## src/rtl/pipe_ctrl_if.sv

```systemverilog
// Purpose : bundle of hazard/redirect requests into pipe_ctrl and the stall/flush/redirect/CSR results out of it.
// Latency : none, plain wires.
// Backpr. : none; the stall_o/flush_o vectors returned to the core are the backpressure.
// Ports   : master = pipe_ctrl side (requests in, controls out); slave = core/bench side (mirror).
interface pipe_ctrl_if #(
  parameter int ADDR_WIDTH = 32,
  parameter int DATA_WIDTH = 32
);
  // requests from the pipeline
  logic                  id_stallreq_i;
  logic                  exe_stallreq_i;
  logic                  exe_jump_i;
  logic [ADDR_WIDTH-1:0] exe_jump_addr_i;
  logic                  trap_req_i;
  logic [ADDR_WIDTH-1:0] trap_pc_i;
  logic [DATA_WIDTH-1:0] trap_cause_i;
  logic [DATA_WIDTH-1:0] mtvec_i;
  logic                  mem_busy_i;
  // controls back to the pipeline and the CSR file
  logic [4:0]            stall_o;
  logic [2:0]            flush_o;
  logic                  redirect_o;
  logic [ADDR_WIDTH-1:0] redirect_addr_o;
  logic                  csr_trap_we_o;
  logic [ADDR_WIDTH-1:0] csr_mepc_o;
  logic [DATA_WIDTH-1:0] csr_mcause_o;
  logic                  busy_o;

  modport master (
    input  id_stallreq_i, exe_stallreq_i, exe_jump_i, exe_jump_addr_i,
           trap_req_i, trap_pc_i, trap_cause_i, mtvec_i, mem_busy_i,
    output stall_o, flush_o, redirect_o, redirect_addr_o,
           csr_trap_we_o, csr_mepc_o, csr_mcause_o, busy_o
  );

  modport slave (
    output id_stallreq_i, exe_stallreq_i, exe_jump_i, exe_jump_addr_i,
           trap_req_i, trap_pc_i, trap_cause_i, mtvec_i, mem_busy_i,
    input  stall_o, flush_o, redirect_o, redirect_addr_o,
           csr_trap_we_o, csr_mepc_o, csr_mcause_o, busy_o
  );
endinterface

```

## src/rtl/pipe_ctrl.sv

```systemverilog
// Purpose : RV32 5-stage pipeline controller: merges id/exe/mem hazards into stall/flush vectors and PC redirect,
//           and sequences trap entry (IDLE -> DRAIN -> COMMIT) with a one-cycle mepc/mcause write.
// Latency : hazard outputs are combinational; trap redirect at N+2 after trap_req_i, +1 per cycle of mem_busy_i in DRAIN.
// Backpr. : stall_o holds stages; mem_busy_i holds the FSM in DRAIN until mem has drained.
// Ports   : clk_i, rst_i (synchronous, active-high; forces all outputs to 0 while asserted); bus = pipe_ctrl_if.master.
// Option  : define PIPE_CTRL_VECTORED_TRAP_EN for vectored interrupt targets when mtvec_i[1:0]==2'b01.
module pipe_ctrl #(
  parameter int ADDR_WIDTH = 32,
  parameter int DATA_WIDTH = 32
) (
  input  logic          clk_i,
  input  logic          rst_i,
  pipe_ctrl_if.master   bus
);

  typedef enum logic [1:0] {
    IDLE   = 2'd0,
    DRAIN  = 2'd1,
    COMMIT = 2'd2
  } state_e;

  state_e                state_q, state_d;
  logic [ADDR_WIDTH-1:0] trap_pc_q, trap_pc_d;
  logic [DATA_WIDTH-1:0] trap_cause_q, trap_cause_d;
  logic [ADDR_WIDTH-1:0] trap_target;

  always_ff @(posedge clk_i) begin
    if (rst_i) begin
      state_q      <= IDLE;
      trap_pc_q    <= '0;
      trap_cause_q <= '0;
    end else begin
      state_q      <= state_d;
      trap_pc_q    <= trap_pc_d;
      trap_cause_q <= trap_cause_d;
    end
  end

  // mtvec_i is read live in COMMIT so a CSR write that lands during DRAIN is honoured.
  always_comb begin
    trap_target = ADDR_WIDTH'({bus.mtvec_i[DATA_WIDTH-1:2], 2'b00});
`ifdef PIPE_CTRL_VECTORED_TRAP_EN
    if (bus.mtvec_i[1:0] == 2'b01 && trap_cause_q[DATA_WIDTH-1]) begin
      trap_target = trap_target + (ADDR_WIDTH'(trap_cause_q[DATA_WIDTH-2:0]) << 2);
    end
`endif
  end

  always_comb begin
    state_d             = state_q;
    trap_pc_d           = trap_pc_q;
    trap_cause_d        = trap_cause_q;
    bus.stall_o         = 5'b00000;
    bus.flush_o         = 3'b000;
    bus.redirect_o      = 1'b0;
    bus.redirect_addr_o = '0;
    bus.csr_trap_we_o   = 1'b0;
    bus.csr_mepc_o      = trap_pc_q;
    bus.csr_mcause_o    = trap_cause_q;
    bus.busy_o          = (state_q != IDLE);

    case (state_q)
      IDLE: begin
        if (bus.trap_req_i) begin
          // Hold younger stages, bubble exe_mem so the trapping op never retires, let mem_wb drain.
          state_d      = DRAIN;
          trap_pc_d    = bus.trap_pc_i;
          trap_cause_d = bus.trap_cause_i;
          bus.stall_o  = 5'b00111;
          bus.flush_o  = 3'b100;
        end else if (bus.exe_stallreq_i) begin
          // A concurrent jump waits: exe keeps presenting it until its busy drops.
          bus.stall_o = 5'b00111;
          bus.flush_o = 3'b100;
        end else if (bus.exe_jump_i) begin
          // Any id load-use stall is moot because id is flushed here.
          bus.flush_o         = 3'b011;
          bus.redirect_o      = 1'b1;
          bus.redirect_addr_o = bus.exe_jump_addr_i;
        end else if (bus.id_stallreq_i) begin
          bus.stall_o = 5'b00011;
          bus.flush_o = 3'b010;
        end
      end
      DRAIN: begin
        bus.stall_o = 5'b00111;
        bus.flush_o = 3'b100;
        if (!bus.mem_busy_i) begin
          state_d = COMMIT;
        end
      end
      COMMIT: begin
        state_d             = IDLE;
        bus.flush_o         = 3'b111;
        bus.redirect_o      = 1'b1;
        bus.redirect_addr_o = trap_target;
        bus.csr_trap_we_o   = 1'b1;
      end
      default: begin
        state_d = IDLE;
      end
    endcase

    if (rst_i) begin
      bus.stall_o         = 5'b00000;
      bus.flush_o         = 3'b000;
      bus.redirect_o      = 1'b0;
      bus.redirect_addr_o = '0;
      bus.csr_trap_we_o   = 1'b0;
      bus.csr_mepc_o      = '0;
      bus.csr_mcause_o    = '0;
      bus.busy_o          = 1'b0;
    end
  end

endmodule
```

## src/flat_wrapper.sv

```systemverilog
// flat-port wrapper written by rule: the top's interface ports become plain ports
module pipe_ctrl_flat 
#(
  parameter int ADDR_WIDTH = 32,
  parameter int DATA_WIDTH = 32
)
  (clk_i, rst_i, bus_id_stallreq_i, bus_exe_stallreq_i, bus_exe_jump_i, bus_exe_jump_addr_i, bus_trap_req_i, bus_trap_pc_i, bus_trap_cause_i, bus_mtvec_i, bus_mem_busy_i, bus_stall_o, bus_flush_o, bus_redirect_o, bus_redirect_addr_o, bus_csr_trap_we_o, bus_csr_mepc_o, bus_csr_mcause_o, bus_busy_o);
  pipe_ctrl_if #(.ADDR_WIDTH(ADDR_WIDTH), .DATA_WIDTH(DATA_WIDTH)) bus_i ();
  input  logic clk_i;
  input  logic rst_i;
  input wire logic [$bits(bus_i.id_stallreq_i)-1:0] bus_id_stallreq_i;
  input wire logic [$bits(bus_i.exe_stallreq_i)-1:0] bus_exe_stallreq_i;
  input wire logic [$bits(bus_i.exe_jump_i)-1:0] bus_exe_jump_i;
  input wire logic [$bits(bus_i.exe_jump_addr_i)-1:0] bus_exe_jump_addr_i;
  input wire logic [$bits(bus_i.trap_req_i)-1:0] bus_trap_req_i;
  input wire logic [$bits(bus_i.trap_pc_i)-1:0] bus_trap_pc_i;
  input wire logic [$bits(bus_i.trap_cause_i)-1:0] bus_trap_cause_i;
  input wire logic [$bits(bus_i.mtvec_i)-1:0] bus_mtvec_i;
  input wire logic [$bits(bus_i.mem_busy_i)-1:0] bus_mem_busy_i;
  output wire logic [$bits(bus_i.stall_o)-1:0] bus_stall_o;
  output wire logic [$bits(bus_i.flush_o)-1:0] bus_flush_o;
  output wire logic [$bits(bus_i.redirect_o)-1:0] bus_redirect_o;
  output wire logic [$bits(bus_i.redirect_addr_o)-1:0] bus_redirect_addr_o;
  output wire logic [$bits(bus_i.csr_trap_we_o)-1:0] bus_csr_trap_we_o;
  output wire logic [$bits(bus_i.csr_mepc_o)-1:0] bus_csr_mepc_o;
  output wire logic [$bits(bus_i.csr_mcause_o)-1:0] bus_csr_mcause_o;
  output wire logic [$bits(bus_i.busy_o)-1:0] bus_busy_o;
  assign bus_i.id_stallreq_i = bus_id_stallreq_i;
  assign bus_i.exe_stallreq_i = bus_exe_stallreq_i;
  assign bus_i.exe_jump_i = bus_exe_jump_i;
  assign bus_i.exe_jump_addr_i = bus_exe_jump_addr_i;
  assign bus_i.trap_req_i = bus_trap_req_i;
  assign bus_i.trap_pc_i = bus_trap_pc_i;
  assign bus_i.trap_cause_i = bus_trap_cause_i;
  assign bus_i.mtvec_i = bus_mtvec_i;
  assign bus_i.mem_busy_i = bus_mem_busy_i;
  assign bus_stall_o = bus_i.stall_o;
  assign bus_flush_o = bus_i.flush_o;
  assign bus_redirect_o = bus_i.redirect_o;
  assign bus_redirect_addr_o = bus_i.redirect_addr_o;
  assign bus_csr_trap_we_o = bus_i.csr_trap_we_o;
  assign bus_csr_mepc_o = bus_i.csr_mepc_o;
  assign bus_csr_mcause_o = bus_i.csr_mcause_o;
  assign bus_busy_o = bus_i.busy_o;
  pipe_ctrl #(.ADDR_WIDTH(ADDR_WIDTH), .DATA_WIDTH(DATA_WIDTH)) u_core (.clk_i(clk_i), .rst_i(rst_i), .bus(bus_i));
endmodule
```

## config.mk

```make
export PLATFORM = sky130hd
export DESIGN_NAME = pipe_ctrl_flat
export DESIGN_NICKNAME = d
export VERILOG_FILES = /design/src/rtl/pipe_ctrl_if.sv /design/src/rtl/pipe_ctrl.sv /design/src/flat_wrapper.sv
export SDC_FILE = /design/constraint.sdc
export NUM_CORES = 1
export LEC_CHECK = 0
export ABC_CLOCK_PERIOD_IN_PS = 2600
export CAP_MARGIN = 20
export CORE_MARGIN = 1
export CORE_UTILIZATION = 35
export CTS_CLUSTER_SIZE = 14
export DETAILED_ROUTE_END_ITERATION = 12
export MAX_ROUTING_LAYER = met4
export PLACE_DENSITY = 0.85
export SLEW_MARGIN = 10
export SYNTH_ARGS = -nofsm -noshare
export SYNTH_HDL_FRONTEND = slang
export SYNTH_SLANG_ARGS = --single-unit
```

## constraint.sdc

```tcl
create_clock -name clk_i -period 2.6 [get_ports clk_i]
set_input_delay 0.78 -clock clk_i [delete_from_list [all_inputs] [get_ports clk_i]]
set_output_delay 0.78 -clock clk_i [all_outputs]
set_load 0.005 [all_outputs]
```

Word level (Yosys, flattened, before mapping)

Cells that the tools add are included.

Register bits after elaboration: 66
Bits in latches: 0
RAM bits: 0
Memory bits (read-only): 0
Word-level logic and storage cells: 41
Memories kept: 0

$add $sub $neg: 0
Multiply operators: 0
Div/mod/pow operators: 0
Magnitude comparators: 0
Equal/unequal tests: 4
Shifts and indexed selects: 0
Muxes and demuxes: 30
Bitwise operators: 0
Reductions and logical operators: 4

Operator list:

| cell                                                                  | count |
|---|---|
| 32-bit 2-to-1 mux                                                     | 6 |
| 32-bit case mux with 2 select lines                                   | 1 |
| 5-bit 2-to-1 mux                                                      | 4 |
| 3-bit 2-to-1 mux                                                      | 4 |
| 5-bit case mux with 2 select lines                                    | 1 |
| 3-bit case mux with 3 select lines                                    | 1 |
| 2-bit 2-to-1 mux                                                      | 4 |
| 1-bit 2-to-1 mux                                                      | 7 |
| 2-bit != test, second input constant                                  | 2 |
| 2-bit case mux with 2 select lines                                    | 1 |
| 2-bit AND reduction                                                   | 2 |
| 2-bit by 1-bit equality test with 1-bit output, second input constant | 1 |
| 2-bit equality test, second input constant                            | 1 |
| 2-bit zero test                                                       | 1 |
| 1-bit case mux with 2 select lines                                    | 1 |
| 2-bit nonzero test                                                    | 1 |

Depth between registers and ports, before layout

Gate-level depths: netlist of the first run.

Word-level depth: 6
Gate-level depth with buffers: 8
Mapped depth without buffers: 5

Worst setup path after synthesis of the first run

Ideal clock, no wire load.

Path type: input port to output port
Start: input port rst_i
End: output port bus_stall_o[1]
Arrival time: 1554 ps
Data required time: 1820 ps
Setup slack: 266 ps
Stages on the path: 4
Cells stage by stage: clkbuf_1 buf_1 a21oi_1 buf_4

Word-level cells in the longest chain between the ends: 1

RTL lines:

| item             | line               | source |
|---|---|---|
| from (decl)      | flat_wrapper.sv:10 | `input logic rst_i;` |
| 5-bit 2-to-1 mux | pipe_ctrl.sv:104   | `if (rst_i) begin` |
| to (decl)        | flat_wrapper.sv:20 | `output wire logic [$bits(bus_i.stall_o)-1:0] bus_stall_o;` |

No other way between the ends.

Worst setup path in the final report of the first run

Start: input port bus_exe_stallreq_i
End: output port bus_redirect_addr_o[6]

Word-level cells in the longest chain between the ends: 4

RTL lines:

| item                                | line               | source |
|---|---|---|
| from (decl)                         | flat_wrapper.sv:12 | `input wire logic [$bits(bus_i.exe_stallreq_i)-1:0] bus_exe_stallreq_i;` |
| 32-bit 2-to-1 mux                   | pipe_ctrl.sv:71    | `end else if (bus.exe_stallreq_i) begin` |
| 32-bit 2-to-1 mux                   | pipe_ctrl.sv:64    | `if (bus.trap_req_i) begin` |
| 32-bit case mux with 2 select lines | pipe_ctrl.sv:62    | `case (state_q)` |
| 32-bit 2-to-1 mux                   | pipe_ctrl.sv:104   |  |
| to (decl)                           | flat_wrapper.sv:23 | `output wire logic [$bits(bus_i.redirect_addr_o)-1:0] bus_redirect_addr_o;` |

No other way between the ends.

==> results.txt, run 1 <==
The number of max-cap violations came out at 0. The chip height is 99.8 um. The filler cell count in the final layout is 760. The worst min-delay path class is register to register. For this run the aggregate overflow at the end of global routing stands at 0. During I/O placement, the number of pins put on the boundary was between 200 and 250. The part of the total power dissipated in sequential elements is roughly two fifths.

Of all nets on the critical path, the largest fanout is 5. The die covers about 0.01 mm2. The launching instance or port of the critical path is bus_exe_stallreq_i. The part of the total power dissipated in the clock network is a little under a third. The number of antenna diodes in the final layout is 0. Setup repair after global routing could not meet its margin everywhere. The number of nets at the end of the flow is approximately 860. The classification of the worst setup path is primary input to output port. The launch instance of the worst min-delay path is u_core.trap_pc_q[27]. The number of optimization iterations in the first detailed-route pass came out at 4. Measured along the x axis, the die boundary spans around 100 um. The number of placement rows is 35.

The number of synthesized register bits is 66. After detailed routing, the number of remaining DRC violations is 0. The count of buffers inserted at the top-level ports is approximately 240. A synthesized cell averages ~7 um2.

The worst register-to-register path begins at u_core.state_q[1]. The synthesized netlist devotes ~1.9% of its cell area to adder and majority cells. The sequential cells in the finished layout cover a total of 0.00132 mm2. The count of cell types in the netlist came out at 26. The final hold violation count came out at 0. The net switching component of the power came out at between 0.7 and 0.8 mW.

The max-slew violation count came to 0. The root cell of the clock tree is sky130_fd_sc_hd__clkbuf_8. The combined area of the multi-input logic cells is a little under 0.002 mm2. For this run, the number of standard cells in the final layout without fillers is 850. The average routed wire per standard cell is about 15 um. Counting every sink on the clock net gives 66. The arrival time of the worst setup path came out at ~1.9 ns. The multiplexer fraction of the synthesized cell area is 0%.

The peak clock frequency supported by timing is about 0.38 GHz. The number of global-route vias before repair is 3953. The setup violation total in the final timing report came out at 6. The launching element type of the critical path is a primary input. Summing every instance area after synthesis gives about 0.0033 mm2. The pre-CTS setup slack came out at -0.703 ns. Summed over all failing endpoints, the final setup total negative slack is -0.157 ns. The simple-gate share of the synthesized area is between 30 and 40%. The XOR/XNOR share of the synthesized area is 0%. In this run the static leakage power is roughly 2.7 nW. The H-tree level count is 3. The initial antenna violation count came to 0. The flop-to-flop setup slack is 1.09 ns. The number of DRC violations after detailed-routing iteration 0 came out at 140. In this run, the combinational gates consume between 20% and 30% of the power. The internal power of the cells totals between 2 and 2.5 mW. The hold buffer count at CTS is 0. The final weighted congestion in routability-driven placement is 0.833.

The largest net degree at the start of global routing is 75. The half-perimeter wire length after detailed placement came out at 8880 um. The overall power consumption is ~3 mW. The switching power share of the total is between 20 and 30%. Measured on the finished design, the core utilization comes to roughly two thirds. The effective utilization at floorplan came out at between 30% and 40%. The clock slew at the register clock pins of the worst setup and hold paths came out at about 0.06 ns. The checks that failed: negative setup slack. The number of instances in the synthesized netlist came out at about 470.

The core region is between 0.009 and 0.01 mm2. The number of nets with antenna violations after routing is 0. By area, the combinational part of the netlist is dominated by simple AND/OR/NAND/NOR gates. Dividing the detail-routed via count by the number of cells gives about 4.8. TritonCTS built the clock tree. The clock reaches the later pin of the worst-skew pair after between 0.3 and 0.4 ns. The fraction of the mapped netlist area in compound gates is 18.2%. The total via count after detailed routing came out at 4088.

Once placement completed, the tool counted placed cells totaling 821. The power density over the cells came out at 461 mW/mm2. The final wirelength is ~13000 um. The Yosys warning count is 0. The deepest clock path buffer count came out at 2.

The first-pass GRT wire length came out at ~19000 um. The number of buffers created by CTS is 9. Subtracting the final worst setup slack from the clock period gives between 2 and 3 ns. The flow ran to the end, but the final reports show violations. The post-route clock skew is 0.00954 ns. The final critical-path share of the clock period came out at 102%. The global-route usage over all layers came out at around a quarter. Across the VDD grid, the largest voltage drop is 0.371 mV. STA classifies the critical path endpoint as an output port. The fraction of layout cells with a size suffix above 1 is approximately 18%. The register area share after synthesis is between 30% and 40%. The setup slack of the critical path after layout came out at -0.0585 ns. The required time at the endpoint of the critical path came out at 1.82 ns. The layout overhead on the synthesized area is 89.0%.
==> registers in the layout (all words and copies together) (netlist names) <==
name / count
u_core.trap_cause_q: 32
u_core.trap_pc_q: 32
u_core.state_q: 2
==> power groups by stage <==
stage                     Clock (mW)  Combinational [mW]  Sequential [mW]
after global routing           0.994               0.931             1.14
after CTS                      0.948               0.838             1.13
final                          0.926               0.861             1.13
after global placement             0               0.801             1.15
after detailed placement           0               0.822             1.15
after floorplan                    0               0.355             1.14
==> cells by family (layout without fill, tap and decap cells) <==
kind of cell,Yosys count,after routing
AND/OR/NAND/NOR,242,242
adder cells (fa/ha/maj),5,5
AO/OA/AOI/OAI,104,104
other,1,2
buffers and inverters,47,302
flip-flops,66,66
==> metal layers <==
metal	share of wire (%)	vias to the layer above	track usage, %
met1	38	1905	25.0
met5	0	-	-
li1	-	2004	-
met2	53	157	43.9
met4	2.8	0	9.16
met3	5.9	22	5.43
==> what timing repair did <==
item | CTS | global route
pin swaps | 14 | 11
endpoints found under the hold margin | 0 | 0
buffers inserted | 5 | 2
setup endpoints to repair | 61 | 59
cloned | 4 | 2
resized for setup | 174 | 48
==> layout make-up <==
| class | count | share of cell area (%) |
|---|---|---|
| Clock buffer | 11 | 2.08 |
| Inverter | 4 | 0.237 |
| Multi-Input combinational cell | 353 | 30.4 |
| Timing Repair Buffer | 282 | 42.6 |
| Tap cell | 129 | 2.55 |
| Sequential cell | 66 | 20.9 |
| Clock inverter | 5 | 1.25 |
==> critical path, stage by stage <==
cell                       delay [ns]
sky130_fd_sc_hd__buf_6           0.10
sky130_fd_sc_hd__and4bb_4        0.36
sky130_fd_sc_hd__buf_6           0.12
sky130_fd_sc_hd__buf_6           0.11
sky130_fd_sc_hd__buf_4           0.10
sky130_fd_sc_hd__a22oi_1         0.06
sky130_fd_sc_hd__nor2_1          0.10
sky130_fd_sc_hd__buf_2           0.15
==> cells in the final DEF, fill, tap and decap left out, types with 2 or more instances in the layout <==
cell type	synthesis	layout
sky130_fd_sc_hd__a21oi_1	68	68
sky130_fd_sc_hd__a22oi_1	30	19
sky130_fd_sc_hd__a22oi_2	0	11
sky130_fd_sc_hd__buf_12	0	5
sky130_fd_sc_hd__buf_2	15	24
sky130_fd_sc_hd__buf_4	5	26
sky130_fd_sc_hd__buf_6	3	9
sky130_fd_sc_hd__buf_8	0	3
sky130_fd_sc_hd__bufinv_16	0	2
sky130_fd_sc_hd__clkbuf_1	19	2
sky130_fd_sc_hd__clkbuf_16	0	2
sky130_fd_sc_hd__clkbuf_2	0	13
sky130_fd_sc_hd__clkbuf_8	0	9
sky130_fd_sc_hd__clkdlybuf4s50_1	0	167
sky130_fd_sc_hd__clkinv_2	0	2
sky130_fd_sc_hd__conb_1	1	2
sky130_fd_sc_hd__dfxtp_1	66	64
sky130_fd_sc_hd__dfxtp_2	0	2
sky130_fd_sc_hd__dlygate4sd2_1	0	21
sky130_fd_sc_hd__dlymetal6s2s_1	0	10
sky130_fd_sc_hd__ha_1	5	3
sky130_fd_sc_hd__inv_1	4	2
sky130_fd_sc_hd__inv_2	0	2
sky130_fd_sc_hd__nand2_1	131	130
sky130_fd_sc_hd__nor2_1	36	36
sky130_fd_sc_hd__nor2b_1	66	54
sky130_fd_sc_hd__nor2b_2	0	11
sky130_fd_sc_hd__nor3_1	2	2
sky130_fd_sc_hd__o21a_1	2	2
==> cells in the mapped netlist <==
cell type / number / area (um2)
sky130_fd_sc_hd__a211oi_1: 1 / 7.51
sky130_fd_sc_hd__nor3_1: 2 / 10.0
sky130_fd_sc_hd__buf_1: 1 / 3.75
sky130_fd_sc_hd__conb_1: 1 / 3.75
sky130_fd_sc_hd__nor2_1: 36 / 135
sky130_fd_sc_hd__or4_1: 1 / 7.51
sky130_fd_sc_hd__nor2b_1: 66 / 413
sky130_fd_sc_hd__and4bb_1: 1 / 12.5
sky130_fd_sc_hd__dfxtp_1: 66 / 1320
sky130_fd_sc_hd__nand2_1: 131 / 492
sky130_fd_sc_hd__o21a_1: 2 / 15.0
sky130_fd_sc_hd__a22oi_1: 30 / 225
sky130_fd_sc_hd__ha_1: 5 / 62.6
sky130_fd_sc_hd__inv_1: 4 / 15.0
sky130_fd_sc_hd__o21ai_0: 1 / 5.00
sky130_fd_sc_hd__nand2b_4: 1 / 13.8
sky130_fd_sc_hd__a41o_1: 1 / 10.0
sky130_fd_sc_hd__o31ai_1: 1 / 7.51
sky130_fd_sc_hd__a21oi_1: 68 / 340
sky130_fd_sc_hd__clkbuf_1: 19 / 71.3
sky130_fd_sc_hd__and3_1: 2 / 12.5
sky130_fd_sc_hd__nor3_2: 1 / 10.0
sky130_fd_sc_hd__buf_4: 5 / 37.5
sky130_fd_sc_hd__buf_2: 15 / 75.1
sky130_fd_sc_hd__and2_1: 1 / 6.26
sky130_fd_sc_hd__buf_6: 3 / 33.8
==> metrics by stage <==
stage | instance area (um2) | hold slack [ns]
floorplan | 3350 | 0.432
global placement | 5960 | 0.434
detailed placement | 5960 | 0.439
CTS | 6230 | 0.449
global route | 6330 | 0.474
finish | 6330 | 0.447
==> path summary, 6_finish.rpt <==
path / cells after the start / to
worst max register to register: 7 / u_core.trap_cause_q[19]
worst min register to register: 2 / u_core.trap_pc_q[27]
worst min-delay path: 2 / u_core.trap_pc_q[27]
worst max-delay path: 8 / bus_redirect_addr_o[6]
Note: power is estimated with default switching activity, not from simulation.
==> run 2: changes to the inputs <==
- GPL_TIMING_DRIVEN: default -> 0
- HOLD_SLACK_MARGIN: default -> 0.02
==> run 2 against run 1 <==
- the run still ends with negative setup slack left
- sequential power about the same
- critical path depth unchanged
- first-iteration DRC count decreased by 29%
- clock skew increased by 0.0055 ns
- setup slack got worse by 0.0072 ns
- die area unchanged
- routed wire length increased by 2.4%
- register-to-register slack got worse by 0.35 ns
- total power increased by 3.1%
- via count increased by 1.9%
- core utilization increased by 0.85 points
- fmax decreased by 0.27%
- critical endpoint is now bus_redirect_addr_o[8]
- largest cell class unchanged
==> results.txt, run 2 (synthesized netlist as in run 1, its figures left out) <==
The arrival time of the worst setup path is 1.89 ns (about the same). The slowest stage of the critical path is the sky130_fd_sc_hd__and4bb_1 cell. The effective utilization at floorplan came out at 36.2% (unchanged).

In the final layout, the registers with the most flip-flops are u_core.trap_cause_q (32), u_core.trap_pc_q (32), u_core.state_q (2). The average routed wire per standard cell came out at 14.9 um (+0.31%). TritonCTS built the clock tree. Counting stages on the worst path, the most repeated cell is sky130_fd_sc_hd__buf_6. The final wirelength was 12900 um (+2.4%). The worst min-delay path class is register to register. Setup repair after global routing could not meet its margin everywhere.

The number of nets at the end of the flow is 874 (+2.1%). The overall power consumption is 3.01 mW (+3.1%). The first-pass GRT wire length came out at 19500 um (+4.9%). The clock slew at the register clock pins of the worst setup and hold paths is 0.07 ns (about the same). The static leakage is 2.85 nW (+3.9%). The chip height was 99.8 um (unchanged).

The peak clock frequency supported by timing was 0.375 GHz (-0.27%). The placed cell count is 832 (+1.3%). The H-tree level count came out at 3 (unchanged). The clock sink total is 66 (unchanged). The initial antenna violation count is 0 (unchanged). The number of max-cap violations came out at 0 (unchanged).

The number of global-route vias before repair is 4111 (+4.0%). The max-slew violation count is 0 (unchanged). The final weighted congestion in routability-driven placement is 0.848 (+1.8%). The deepest clock path buffer count came to 2 (unchanged). The half-perimeter wire length after detailed placement was 9390 um (+5.8%).

The final total negative setup slack is -0.262 ns (-0.105 ns). By startpoint and endpoint, the worst setup path is classified as primary input to output port. The number of DRC violations after detailed-routing iteration 0 came out at 99 (-29%). The worst vdd rail ir drop is 0.292 mV (-21%). The stage delay of the slowest cell on the critical path came to 0.27 ns (-0.09 ns).

The number of nets with antenna violations after routing is 0 (unchanged). The fraction of layout cells with a size suffix above 1 came out at 21.4% (+2.9 points). The number of remaining DRC errors came out at 0 (unchanged). The power density over the cells came out at 469 mW/mm2 (+1.9%). The global-route usage over all layers is 25.7% (+1.7 points). The floorplan die area is 0.00996 mm2 (unchanged).

The layout overhead on the synthesized area came out at 91.4%. The setup violation total in the final timing report came out at 7 (+1). The total core area is 0.00924 mm2 (unchanged).

The most common cell after layout, fill and taps aside is sky130_fd_sc_hd__nand2_1. The root cell of the clock tree is sky130_fd_sc_hd__clkbuf_8. The largest net degree at the start of global routing is 13 (-83%). The depth of the worst hold-timing path came to 2 (unchanged).

The setup slack of the critical path after layout is -0.0657 ns (-0.00721 ns). The count of buffers inserted at the top-level ports came out at 237 (unchanged). The final critical-path share of the clock period came out at 103% (+0.28 points). The hold buffer count at CTS was 0 (unchanged). The required time at the endpoint of the critical path came to 1.82 ns (about the same). The number of ports placed on the die boundary is 242 (unchanged).

The latest clock arrival within the worst-skew pair was 0.34 ns (about the same). The number of buffers created by CTS was 9 (unchanged). The die extent in x is 99.8 um (unchanged).

The final standard cell count with taps included and fillers excluded is 868 (+2.1%). The top cell types in the final layout, fill and taps aside, are 131 x sky130_fd_sc_hd__nand2_1, 127 x sky130_fd_sc_hd__clkdlybuf4s50_1, 68 x sky130_fd_sc_hd__dlygate4sd2_1. The final hold violation count is 0 (unchanged). The total via count after detailed routing was 4166 (+1.9%). The number of antenna diodes came out at 0 (unchanged). The checks that failed: negative setup slack. The clock period minus final worst setup slack is 2.67 ns (+0.00721 ns). The via density per instance is 4.80 (-0.21%). The number of optimization iterations in the first detailed-route pass came out at 4 (unchanged). STA classifies the critical path startpoint as a primary input. The post-route clock skew is 0.0150 ns (+0.00547 ns).

STA classifies the critical path endpoint as an output port. The maximum fanout along the worst path is 8 (+3). The cell depth of the worst flop-to-flop path came out at 9 (+2). The critical path goes through buf_6 > and4bb_1 > buf_6 > buf_6 > buf_6 > a22oi_2 > nor2_1 > buf_2. The filler cell count in the final layout was 774 (+1.8%). The run finished, with violations left.

The aggregate global routing overflow came out at 0 (unchanged). The number of placement rows came out at 35 (unchanged).
run 2: final timing paths:
| path | to | from | slack, ns |
|---|---|---|---|
| setup / recovery | bus_redirect_addr_o[8] | bus_exe_stallreq_i | -0.07 |
| hold / removal | u_core.trap_cause_q[2] | u_core.trap_cause_q[2] | 0.45 |
| setup reg to reg | u_core.trap_cause_q[11] | u_core.state_q[0] | 0.74 |
| hold reg to reg | u_core.trap_cause_q[2] | u_core.trap_cause_q[2] | 0.45 |
run 2: routing by layer:
metal	routed length, um	up-vias	part of all wire (%)	track usage, %
met5	0	-	0	-
met4	300	0	2.3	9.28
li1	-	2047	-	-
met3	884	24	6.8	5.85
met2	6880	158	53	48.1
met1	4850	1937	38	26.1
run 2: final cells by class:
class | instances | area, um2 | area share, %
buffer | 41 | 335 | 5.23
timing repair buffer | 259 | 2330 | 36.4
inverter | 4 | 17.5 | 0.273
sequential | 66 | 1320 | 20.7
clock buffer | 11 | 151 | 2.36
tap | 129 | 161 | 2.52
clock inverter | 5 | 83.8 | 1.31
multi-input combinational | 353 | 2000 | 31.2
run 2: power by group:
part           leakage (nW)  internal, mW  switching [mW]  total (mW)
combinational          2.20         0.489           0.389       0.877
clock                 0.112         0.596           0.405        1.00
sequential            0.543          1.09          0.0362        1.13
total                  2.85          2.18           0.830        3.01
run 2: critical path: cells and delay by family:
family,cells,cell delay [ns]
compound gates,1,0.05
simple gates,2,0.37
buf+inv,5,0.68
run 2: stage by stage:
stage | area [um2] | hold WS (ns) | setup WS (ns) | util [%]
after floorplan | 3350 | 0.432 | 0.266 | -
after global placement | 5880 | 0.438 | -1.06 | 63.7
after detailed placement | 5880 | 0.442 | -1.07 | 63.7
after CTS | 6330 | 0.452 | -0.117 | 68.5
after global routing | 6410 | 0.474 | -0.118 | 69.3
final | 6410 | 0.450 | -0.0657 | 69.3
run 2: what timing repair did:
| item | in CTS | in global routing |
|---|---|---|
| pin swaps | 9 | 17 |
| cloned | 2 | 1 |
| buffers inserted | 13 | 7 |
| resized for setup | 265 | 52 |
| endpoints found under the setup margin | 105 | 39 |
==> run 3: changes to the inputs <==
- CTS_CLUSTER_DIAMETER: default -> 40
- RECOVER_POWER: default -> 25
==> run 3 against run 2 <==
- the run still ends with negative setup slack left
- sequential power hardly changed
- clock power barely moved
- design area unchanged
- sequential cell count is the same
- setup slack gained 0.00069 ns
- first-iteration DRC count increased by 2.0%
- clock-buffer cell count is the same
- non-clock buffer count unchanged
- combinational power barely moved
==> results.txt, run 3 (synthesized netlist as in run 1, its figures left out) <==
The flow ran to the end, but the final reports show violations. The checks that failed: negative setup slack. The worst vdd rail ir drop is 0.292 mV (about the same). The chip height is 99.8 um (unchanged).

The pre-CTS setup slack came out at -1.07 ns (unchanged). The root cell of the clock tree is sky130_fd_sc_hd__clkbuf_8. In this run the critical register-to-register path is captured at u_core.trap_pc_q[20]. The via density per instance was 4.79 (-0.19%). The global-route usage over all layers is 25.7% (unchanged). The sequential cell area is 0.00132 mm2 (unchanged).

The post-route clock skew came out at 0.0155 ns (+0.000479 ns). The hold buffer count at CTS came out at 0 (unchanged). The TritonCTS clock tree is done.

The part of the total power dissipated in sequential elements was 37.6% (about the same). The max-slew violation count was 0 (unchanged). The effective utilization at floorplan is 36.2% (unchanged). The peak clock frequency supported by timing is 0.375 GHz (about the same). The total core area is 0.00924 mm2 (unchanged). The floorplan die area is 0.00996 mm2 (unchanged). The final wirelength is 12900 um (-0.33%).

The final critical-path share of the clock period came out at 103% (about the same). The layout overhead on the synthesized area was 91.4% (unchanged). The number of global-route vias before repair is 4111 (unchanged). The setup violation total in the final timing report is 7 (unchanged).

The placed cell count came out at 832 (unchanged). The filler cell count in the final layout is 774 (unchanged). The largest net degree at the start of global routing came out at 13 (unchanged). The aggregate global routing overflow is 0 (unchanged). The setup slack of the critical path after layout was -0.0650 ns (+0.000694 ns). The worst hold path belongs to the class register to register. The number of buffers created by CTS was 9 (unchanged). The maximum fanout along the worst path is 8 (unchanged). The number of DRC violations after detailed-routing iteration 0 is 101 (+2.0%).

The average routed wire per standard cell came out at 14.8 um (-0.33%). The first-pass GRT wire length came to 19500 um (unchanged). The deepest clock path buffer count is 2 (unchanged). The cell area after layout is 0.00641 mm2 (unchanged). The part of the total power dissipated in the clock network came to 33.2% (about the same). The die extent in x is 99.8 um (unchanged).

The critical path is of the primary input to output port type. The flop-to-flop setup slack came to 0.74 ns (about the same). The tightest hold margin came out at 0.450 ns (-0.000138 ns). The largest registers in the layout are u_core.trap_cause_q (32), u_core.trap_pc_q (32), u_core.state_q (2). The half-perimeter wire length after detailed placement is 9390 um (unchanged). The reg-to-reg critical path startpoint is u_core.state_q[0].

The number of optimization iterations in the first detailed-route pass is 4 (unchanged). The final weighted congestion in routability-driven placement came out at 0.848 (unchanged). The switching power share of the total is 27.5% (-0.15 points). The number of antenna diodes came to 0 (unchanged). The net switching component of the power came to 0.824 mW (-0.78%). Leaving out fill and tap cells, the most frequent cell in the layout is sky130_fd_sc_hd__nand2_1. The path with the worst hold slack has its endpoint at u_core.trap_cause_q[2].

The internal portion of total power was 2.18 mW (about the same). The clock sink total is 66 (unchanged). The depth of the worst hold-timing path came out at 2 (unchanged). The clock period minus final worst setup slack came to 2.67 ns (-0.000694 ns). The startpoint identified for the worst hold timing path is u_core.trap_cause_q[2]. The number of remaining DRC errors is 0 (unchanged).

The library cells used most frequently in the layout, excluding fill and tap cells, are 131 x sky130_fd_sc_hd__nand2_1, 126 x sky130_fd_sc_hd__clkdlybuf4s50_1, 68 x sky130_fd_sc_hd__dlygate4sd2_1. STA classifies the critical path endpoint as an output port. The instance area after placement came out at 0.00588 mm2 (unchanged).

The initial antenna violation count came to 0 (unchanged). The final standard cell count with taps included and fillers excluded is 868 (unchanged). The number of ports placed on the die boundary came out at 242 (unchanged). The fraction of layout cells with a size suffix above 1 is 21.4% (unchanged). The total via count after detailed routing is 4158 (-0.19%).

The required time at the endpoint of the critical path is 1.82 ns (about the same). The static leakage came out at 2.85 nW (about the same). Setup repair after global routing could not meet its margin everywhere. The clock slew at the register clock pins of the worst setup and hold paths is 0.07 ns (about the same). The number of nets at the end of the flow is 874 (unchanged). The combined area of the multi-input logic cells is 0.00200 mm2 (unchanged).

The number of placement rows is 35 (unchanged). The logic gate share of total power is 29.2% (about the same). The launching element type of the critical path is a primary input. The number of nets with antenna violations after routing came to 0 (unchanged). The cell depth of the worst flop-to-flop path is 9 (unchanged). The latest clock arrival within the worst-skew pair is 0.34 ns (about the same). The final hold violation count came to 0 (unchanged).

The arrival time of the worst setup path came out at 1.89 ns (about the same). The H-tree level count is 3 (unchanged). The final total negative setup slack came to -0.253 ns (+0.00853 ns). The power density over the cells came out at 468 mW/mm2 (-0.22%). The number of max-cap violations is 0 (unchanged).

The count of buffers inserted at the top-level ports is 237 (unchanged).
## run 3: metrics by stage
step	utilization (%)	power, mW
after floorplan	-	1.50
after global routing	69.3	3.15
after detailed placement	63.7	1.95
final	69.3	3.00
after global placement	63.7	1.93
after CTS	68.5	2.98
## run 3: what timing repair did
action / CTS / global route
pin swaps: 9 / 17
setup endpoints to repair: 105 / 39
cloned: 2 / 1
setup buffers: 13 / 7
gates resized for setup: 265 / 52
## run 3: worst max-delay path by stage
| stage | from | to | slack (ns) | cells past startpoint |
|---|---|---|---|---|
| floorplan | rst_i | bus_stall_o[1] | 0.27 | 4 |
| global placement | rst_i | bus_stall_o[1] | -1.06 | 6 |
| detailed placement | rst_i | bus_stall_o[1] | -1.07 | 6 |
| CTS | u_core.state_q[1] | bus_redirect_addr_o[30] | -0.12 | 9 |
| global route | bus_exe_stallreq_i | bus_redirect_addr_o[8] | -0.12 | 8 |
| finish | bus_exe_stallreq_i | bus_redirect_addr_o[8] | -0.07 | 8 |
## run 3: final cells by class
class	count	area share [%]
clock inverters	5	1.31
plain buffers	41	5.23
multi-input cells	353	31.2
well taps	129	2.52
repair buffers	259	36.4
clock buffers	11	2.36
flip-flops and latches	66	20.7
inverters	4	0.273
## run 3: worst max-delay path, cell delays in order
cell	delay, ns
sky130_fd_sc_hd__buf_6	0.10
sky130_fd_sc_hd__and4bb_1	0.27
sky130_fd_sc_hd__buf_6	0.15
sky130_fd_sc_hd__buf_6	0.14
sky130_fd_sc_hd__buf_6	0.13
sky130_fd_sc_hd__a22oi_2	0.05
sky130_fd_sc_hd__nor2_1	0.10
sky130_fd_sc_hd__buf_2	0.16
## run 3: power groups by stage
stage               sequential, mW  clock (mW)  combinational [mW]
floorplan                     1.14           0               0.355
global placement              1.15           0               0.779
detailed placement            1.15           0               0.794
CTS                           1.13        1.02               0.838
global route                  1.14        1.06               0.949
finish                        1.13       0.996               0.876
## run 3: routing by layer
metal | routed length, um | vias to the layer above | global-route usage, %
li1 | - | 2048 | -
met1 | 4810 | 1930 | 26.1
met2 | 6870 | 158 | 48.1
met3 | 919 | 22 | 5.85
met4 | 279 | 0 | 9.28
met5 | 0 | - | -
